## src/rtl/gcd_pkg.sv

```systemverilog
// gcd_pkg: definitions shared by the GCD operand dispatcher and its FIFO.
//   GCD_WIDTH        - operand/result width of the gcd_top core
//   GCD_TMO_W        - default watchdog counter width
//   gcd_disp_state_t - dispatcher FSM state encoding
package gcd_pkg;

    localparam int GCD_WIDTH = 16;
    localparam int GCD_TMO_W = 17;

    typedef enum logic [1:0] {
        IDLE  = 2'd0,
        ISSUE = 2'd1,
        WAIT  = 2'd2,
        HOLD  = 2'd3
    } gcd_disp_state_t;

endpackage

```

## src/rtl/gcd_op_fifo.sv

```systemverilog
// gcd_op_fifo: operand-triple FIFO, one {A,B,C} entry per slot.
//   clk, reset  - clock, synchronous active-low reset (flushes pointers/count)
//   push        - write push_data at the tail (caller guarantees not full)
//   push_data   - {A,B,C} triple, 3*WIDTH bits
//   pop         - drop the head entry (caller guarantees not empty)
//   head        - current head entry
//   count       - occupancy, 0..DEPTH
module gcd_op_fifo #(
    parameter int WIDTH = 16,
    parameter int DEPTH = 4
) (
    input  logic                     clk,
    input  logic                     reset,
    input  logic                     push,
    input  logic [3*WIDTH-1:0]       push_data,
    input  logic                     pop,
    output logic [3*WIDTH-1:0]       head,
    output logic [$clog2(DEPTH):0]   count
);

    localparam int AW = $clog2(DEPTH);

    logic [3*WIDTH-1:0] mem [DEPTH];
    logic [AW-1:0]      wr_ptr;
    logic [AW-1:0]      rd_ptr;

    // DEPTH is a power of two, so pointer overflow is the modulo wrap.
    always_ff @(posedge clk) begin
        if (!reset) begin
            wr_ptr <= '0;
            rd_ptr <= '0;
            count  <= '0;
        end else begin
            if (push) wr_ptr <= wr_ptr + 1'b1;
            if (pop)  rd_ptr <= rd_ptr + 1'b1;
            case ({push, pop})
                2'b10:   count <= count + 1'b1;
                2'b01:   count <= count - 1'b1;
                default: count <= count;
            endcase
        end
    end

    // Storage needs no reset: a flush empties it through the pointers.
    always_ff @(posedge clk) begin
        if (push) mem[wr_ptr] <= push_data;
    end

    assign head = mem[rd_ptr];

endmodule

```

## src/rtl/gcd_dispatch.sv

```systemverilog
// gcd_dispatch: buffers {A,B,C} triples and issues them one at a time to the
// gcd_top core, returning results in order on a valid/ready port.
//   clk, reset              - clock, synchronous active-low reset
//   in_valid/in_ready       - upstream triple handshake; in_a/in_b/in_c operands
//   core_start              - one-cycle start pulse to the core
//   core_a/core_b/core_c    - operands to the core, stable until result capture
//   core_valid/core_d       - core result
//   out_valid/out_ready     - downstream result handshake
//   out_d, out_err          - result; out_err marks a watchdog-generated result
//   count                   - FIFO occupancy
module gcd_dispatch
    import gcd_pkg::*;
#(
    parameter int WIDTH = GCD_WIDTH,
    parameter int DEPTH = 4,
    parameter int TMO_W = GCD_TMO_W
) (
    input  logic                    clk,
    input  logic                    reset,
    input  logic                    in_valid,
    output logic                    in_ready,
    input  logic [WIDTH-1:0]        in_a,
    input  logic [WIDTH-1:0]        in_b,
    input  logic [WIDTH-1:0]        in_c,
    output logic                    core_start,
    output logic [WIDTH-1:0]        core_a,
    output logic [WIDTH-1:0]        core_b,
    output logic [WIDTH-1:0]        core_c,
    input  logic                    core_valid,
    input  logic [WIDTH-1:0]        core_d,
    output logic                    out_valid,
    input  logic                    out_ready,
    output logic [WIDTH-1:0]        out_d,
    output logic                    out_err,
    output logic [$clog2(DEPTH):0]  count
);

    localparam int CW = $clog2(DEPTH) + 1;
    localparam logic [CW-1:0] FULL = CW'(DEPTH);

    gcd_disp_state_t    state, state_nx;
    logic [TMO_W-1:0]   wdog;
    logic               push, pop;
    logic [3*WIDTH-1:0] head;

    // Ready comes from the registered count only, so a full FIFO never
    // takes a push even in the cycle it pops.
    assign in_ready = reset && (count < FULL);
    assign push     = in_valid && in_ready;
    assign pop      = (state == ISSUE);

    gcd_op_fifo #(
        .WIDTH (WIDTH),
        .DEPTH (DEPTH)
    ) u_fifo (
        .clk       (clk),
        .reset     (reset),
        .push      (push),
        .push_data ({in_a, in_b, in_c}),
        .pop       (pop),
        .head      (head),
        .count     (count)
    );

    // State register
    always_ff @(posedge clk) begin
        if (!reset) state <= IDLE;
        else        state <= state_nx;
    end

    // Next state. core_valid is not looked at in ISSUE: the core may still
    // be holding its done level from the previous job.
    always_comb begin
        state_nx = state;
        case (state)
            IDLE:  if (count != '0) state_nx = ISSUE;
            ISSUE: state_nx = WAIT;
            WAIT:  if (core_valid || (&wdog)) state_nx = HOLD;
            HOLD:  if (out_ready) state_nx = (count != '0) ? ISSUE : IDLE;
            default: state_nx = IDLE;
        endcase
    end

    // Outputs decoded from state
    always_comb begin
        core_start = (state == ISSUE);
        out_valid  = (state == HOLD);
    end

    // Operands are loaded on the edge entering ISSUE so they are valid
    // alongside core_start; watchdog and result registers follow the FSM.
    always_ff @(posedge clk) begin
        if (!reset) begin
            core_a  <= '0;
            core_b  <= '0;
            core_c  <= '0;
            wdog    <= '0;
            out_d   <= '0;
            out_err <= 1'b0;
        end else begin
            if (state_nx == ISSUE) {core_a, core_b, core_c} <= head;

            if (state == ISSUE)     wdog <= '0;
            else if (state == WAIT) wdog <= wdog + 1'b1;

            if (state == WAIT) begin
                if (core_valid) begin
                    out_d   <= core_d;
                    out_err <= 1'b0;
                end else if (&wdog) begin
                    out_d   <= '0;
                    out_err <= 1'b1;
                end
            end
        end
    end

endmodule

```

## config.mk

```make
export PLATFORM = sky130hd
export DESIGN_NAME = gcd_dispatch
export DESIGN_NICKNAME = d
export VERILOG_FILES = /design/src/rtl/gcd_pkg.sv /design/src/rtl/gcd_op_fifo.sv /design/src/rtl/gcd_dispatch.sv
export SDC_FILE = /design/constraint.sdc
export NUM_CORES = 1
export LEC_CHECK = 0
export ABC_AREA = 1
export BUFFER_PORTS_ARGS = -buffer_cell sky130_fd_sc_hd__buf_2
export CAP_MARGIN = 20
export CORE_MARGIN = 2
export CORE_UTILIZATION = 50
export CTS_CLUSTER_SIZE = 20
export DETAILED_ROUTE_END_ITERATION = 6
export PLACE_DENSITY = 0.7
export SLEW_MARGIN = 30
export SYNTH_ARGS = -nofsm -noshare
export SYNTH_HDL_FRONTEND = slang
export SYNTH_SLANG_ARGS = --single-unit
```

## constraint.sdc

```tcl
create_clock -name clk -period 11 [get_ports clk]
set_input_delay 2.2 -clock clk [delete_from_list [all_inputs] [get_ports clk]]
set_output_delay 2.2 -clock clk [all_outputs]
set_load 0.005 [all_outputs]
```

* Word-level counts from Yosys, hierarchy flattened
Memory sizes are Yosys's and may differ from the RTL's. A register that Yosys moved wholly into a read port is not among the register bits.
Index checks and enable logic that the tools add are counted.
** Storage, ports and cells
- Register bits :: 43
- Bits in writable memories :: 192
- Word-level logic and storage cells :: 44
- Memories kept :: 1
** Operators by class
- Add/sub/neg operators :: 5
- Order comparisons :: 1
- Eq/ne operators :: 6
- Mux-type cells :: 12
- Bitwise operators :: 1
- Reduce and logical (&&, ||, !) cells :: 11
** Memory list
- u_fifo.mem :: words 4, width 48, rd ports 1, clocked after memory_dff 1, write ports 1, RTL line gcd_op_fifo.sv:23 : logic [3*WIDTH-1:0] mem [DEPTH];
** Operator list (number)
- $mux 16 :: 2
- $add 17x1->17 const B :: 1
- $reduce_and 17->1 :: 1
- $pmux 2 s4 :: 1
- $eq 2x1->1 const B :: 3
- $eq 2x2->1 const B :: 3
- $mux 2 :: 3
- $pmux 3 s2 :: 1
- $mux 1 :: 5
- $add 2x1->2 const B :: 2
- $reduce_bool 2->1 :: 2
- $add 3x1->3 const B :: 1
- $lt 3x3->1 const B :: 1
- $reduce_bool 3->1 :: 1
- $sub 3x1->3 const B :: 1
- $logic_and 1x1->1 :: 2
- $logic_not 2->1 :: 1
- $reduce_and 2->1 :: 1
- $reduce_or 2->1 :: 1
- $logic_not 1->1 :: 1
- $logic_or 1x1->1 :: 1
- $not 1->1 :: 1

* Longest topological paths before layout
- Depth after elaboration :: 5
- Depth in mapped cells :: 13
- Mapped depth without buffers :: 12

* Cells and area by module
Synthesis repeated with hierarchy kept, for this count alone.
** Unflattened totals
- Cells, all modules :: 1004
- Area total of the unflattened synthesis :: 11162.0 µm²
** By module, submodules not included
- gcd_op_fifo :: times used 1, cells an instance 520, area an instance 7607.3 µm²
- gcd_dispatch :: times used 1, cells an instance 484, area an instance 3554.7 µm²

* Worst setup path after synthesis
Ideal clock, no wire load.
- Path kind :: in2reg
- Start point :: input reset
- End point :: memory u_fifo.mem[0][0] (netlist name), enable pin
- Library setup time :: 0.454 ns
- Arrival time :: 4.795 ns
- Required time :: 10.546 ns
- Slack :: 5.751 ns
- Cell stages on the path :: 5
- Buffers on the path :: 1
- Cell sequence :: buf_2 -> inv_1 -> nor2_1 -> nand2_1 -> nor2_1
** On the way
- Cells in the longest elaborated chain, start to end :: 4
** RTL lines
- start, declared :: RTL line gcd_dispatch.sv:19 : input logic reset,
- $logic_and 1x1->1 :: RTL line gcd_dispatch.sv:48 : assign in_ready = reset && (count < FULL);
- via in_ready :: RTL line gcd_dispatch.sv:21 : output logic in_ready,
- $logic_and 1x1->1 :: RTL line gcd_dispatch.sv:49 : assign push = in_valid && in_ready;
- $mux 1 :: RTL line gcd_op_fifo.sv:46 : if (push) mem[wr_ptr] <= push_data;
- $mux 1 (not written as such) :: RTL line gcd_op_fifo.sv:46
- end, declared :: RTL line gcd_op_fifo.sv:23
The timed path passes the listed nets, and every way through them passes these cells.

* Worst setup path in the final report
- Start point :: input reset
- End point :: output in_ready
** On the way
- Cells in the longest elaborated chain, start to end :: 1
** RTL lines (RTL line)
- $logic_and 1x1->1 :: gcd_dispatch.sv:48
- end, declared :: gcd_dispatch.sv:21
No other way between the ends.

==> impl_results.md <==
* Status: complete, no violations
* Overall global routing resource usage at a little under a fifth
* WL/cell at 15.31 um
* Power density cells at 237.2 nW/um^2
* Crit path required time at roughly 8800 ps
* First-pass GRT wire length at between 30 and 40 mm
* Clock power share at between 30% and 40%
* Fmax at roughly 170 MHz
* Sequential fraction of the synthesis area at ~69%
* Hold path cells at 2
* Global route total overflow at 0
* Routed Antenna Nets at 0
* Synth area leaders: edfxtp_1 (53%), dfxtp_1 (17%), nor2_1 (7.5%)
* Leak at 5.115 nW
* Die area at roughly 23000 um^2
* Total Nets Final at roughly 1.2k
* Largest net degree at the start of global routing at just under 100
* Synth warnings at 0
* Buffer count from post-CTS setup fixing at 0
* DRT iter0 DRCs at roughly 550
* Initial antenna violation count at 3
* Crit path arrival time at between 3000 and 4000 ps
* Cts hold-fix bufs at 0
* Setup TNS Final at 0 ps
* Clock slew at reported path FFs at around 60 ps
* #FFs+latches synth at roughly 280
* Commonest non-fill, non-tap cell in the layout: nor2_1
* Crit Path Class: input pin to output port
* Maxcap violations at 0
* Final Setup Violations at 0
* Sequential Power Share at 43.0%
* Worst min path class: flip-flop to flip-flop
* CTS tree: yes
* Post-DR vias/cell at a little over 5
* Synthesized area per cell at 10.53 um^2
* Worst Path Max Fanout at between 50 and 60
* CTS Sinks at 283
* Synth top area share at 52.57%
* Vias in the first global route at slightly above 7k
* Switch share at between 30 and 40%
* Drt pass-1 iters at 5
* Minimum clock period at about 5900 ps
* Root Buffer: clkbuf_16
* Resize count post-CTS at 0
* # rows at between 50 and 60
* Final clock period utilization by the worst path at 53.82%
* H-tree depth at 1
* Relative slew slack at 41.88%
* Reg2reg path depth at 11
* Final Util at roughly three fifths
* IR drop worst, VDD at 163.1 uV
* Final wirelength at ~22 mm
* Area Growth Syn to Fin at 17.42%
* Syn Std Cell Area at roughly 11000 um^2
* Routed vias at 7576
* Final Hold Violating Endpoints at 0
* Combinational power share at 23.9%
* CP Capture Type: output port
* Crit start category: input pin
* CTS max path bufs at 3
* I/O Buffers at 139
* Die Wd at around 150 um
* Power Internal at 0.002106 W
* Unrepaired setup endpoints after global routing: no
* Sw Pwr at between 0.0009 and 0.001 W
* Worst-Margin Slew at 870.5 ps
* Max-slew violation count at 0
* DRC at 0
* Routability-driven placement congestion ratio at between 0.7 and 0.8
* Core area at about 22000 um^2
* Worst reg-to-reg setup slack at between 8000 and 9000 ps
* Most frequent cells in the layout: nor2_1 (216), edfxtp_1 (192), nand2_1 (168)
* Yosys top cell by area: edfxtp_1
* Die Ht at 152.1 um
* Cell Count, Final, Fillers Out at ~1.5k
* Distinct cells, synth at 30
* Post-Synthesis Cells at roughly 1.0k
* DPL Wire Length at approximately 12 mm
* CTS Buf Count at 28
* Syn_nets at 1118
* Starting Density at roughly half
* Clock latency on the worst-skew pair at 550 ps
* Worst Skew at between 15 and 20 ps
* IO Count at 140
* Ratio of cells with drive above 1 in the final layout at approximately 18%
* Dpl cells at around 1.4k
## registers in the layout (all words and copies together), names as in the netlist
signal / cells
core_a: 16
core_b: 16
core_c: 16
out_d: 16
out_err: 1
state: 2
u_fifo.count: 3
u_fifo.mem: 192
u_fifo.rd_ptr: 2
u_fifo.wr_ptr: 2
wdog: 17
## logic make-up (layout without fill, tap and decap cells)
logic type,after synthesis,in the layout,synth area share (%)
xor gates and xnor gates,6,6,0.4792
buffers and inverters,139,284,5.339
and+or+nand+nor,415,415,14.66
AOI/OAI and AO/OA,190,190,9.356
other,0,3,0
adders and majority gates,8,8,0.9811
DFF,283,283,69.18
## stage by stage
stage	instance area, um^2	setup WS (ps)	hold WS (ps)	total power, W
5_1_grt	12870	4936	481.9	0.003238
6_report	12880	5080	464.3	0.003054
3_3_place_gp	11840	5094	451.2	0.002044
3_5_place_dp	11850	5071	453.6	0.002058
2_1_floorplan	10970	5751	448.6	0.001868
4_1_cts	12850	5064	464.0	0.003073
## synth_stat cells, drive strengths merged
master  number
nor2       222
edfxtp     192
nand2      170
o21ai      107
dfxtp       91
inv         84
o22ai       48
a21oi       33
clkbuf      32
buf         21
nand3       15
ha           7
xor2         6
nor3         3
clkinv       2
nand4        2
or2          2
a31oi        1
fa           1
nor4         1
o211ai       1
## layout make-up
type | instances | area (um^2)
sequential | 283 | 7595
inverter | 86 | 324.1
timing repair buffer | 146 | 760.7
clock inverter | 17 | 255.2
antenna | 3 | 7.507
clock buffer | 35 | 747.0
tap | 280 | 350.3
fill | 1725 | 8811
multi-input combinational | 619 | 2838
## path summary, 6_finish.rpt
| check | from | endpoint |
|---|---|---|
| hold reg to reg | out_d[13]$_SDFFE_PN0P_ | out_d[13]$_SDFFE_PN0P_ |
| setup reg to reg | wdog[0]$_SDFFE_PP0P_ | core_b[5]$_SDFFE_PN0N_ |
| hold / removal | out_d[13]$_SDFFE_PN0P_ | out_d[13]$_SDFFE_PN0P_ |
| setup / recovery | reset | in_ready |
## layer usage
layer  global-route usage [%]  wire length (um)  vias to the layer above
met5                        0                13                        -
met4                    7.388               634                        2
met3                    2.624              1370                       40
met2                    31.08             10630                      266
met1                    25.94              9842                     3529
li1                         -                 -                     3739
## worst max-delay path, stage by stage
cell and delay, ps:
buf_2 70, buf_4 500, inv_1 510, nor2_1 260
buf_2 150
## power groups by stage
stage,clock [W],sequential (W),combinational [W]
final,0.00101,0.00131,0.000730
after global routing,0.00107,0.00132,0.000841
after CTS,0.00103,0.00133,0.000710
after detailed placement,0,0.00136,0.000701
after global placement,0,0.00135,0.000689
after floorplan,0,0.00131,0.000553
Note: power is estimated with default switching activity, not from simulation.
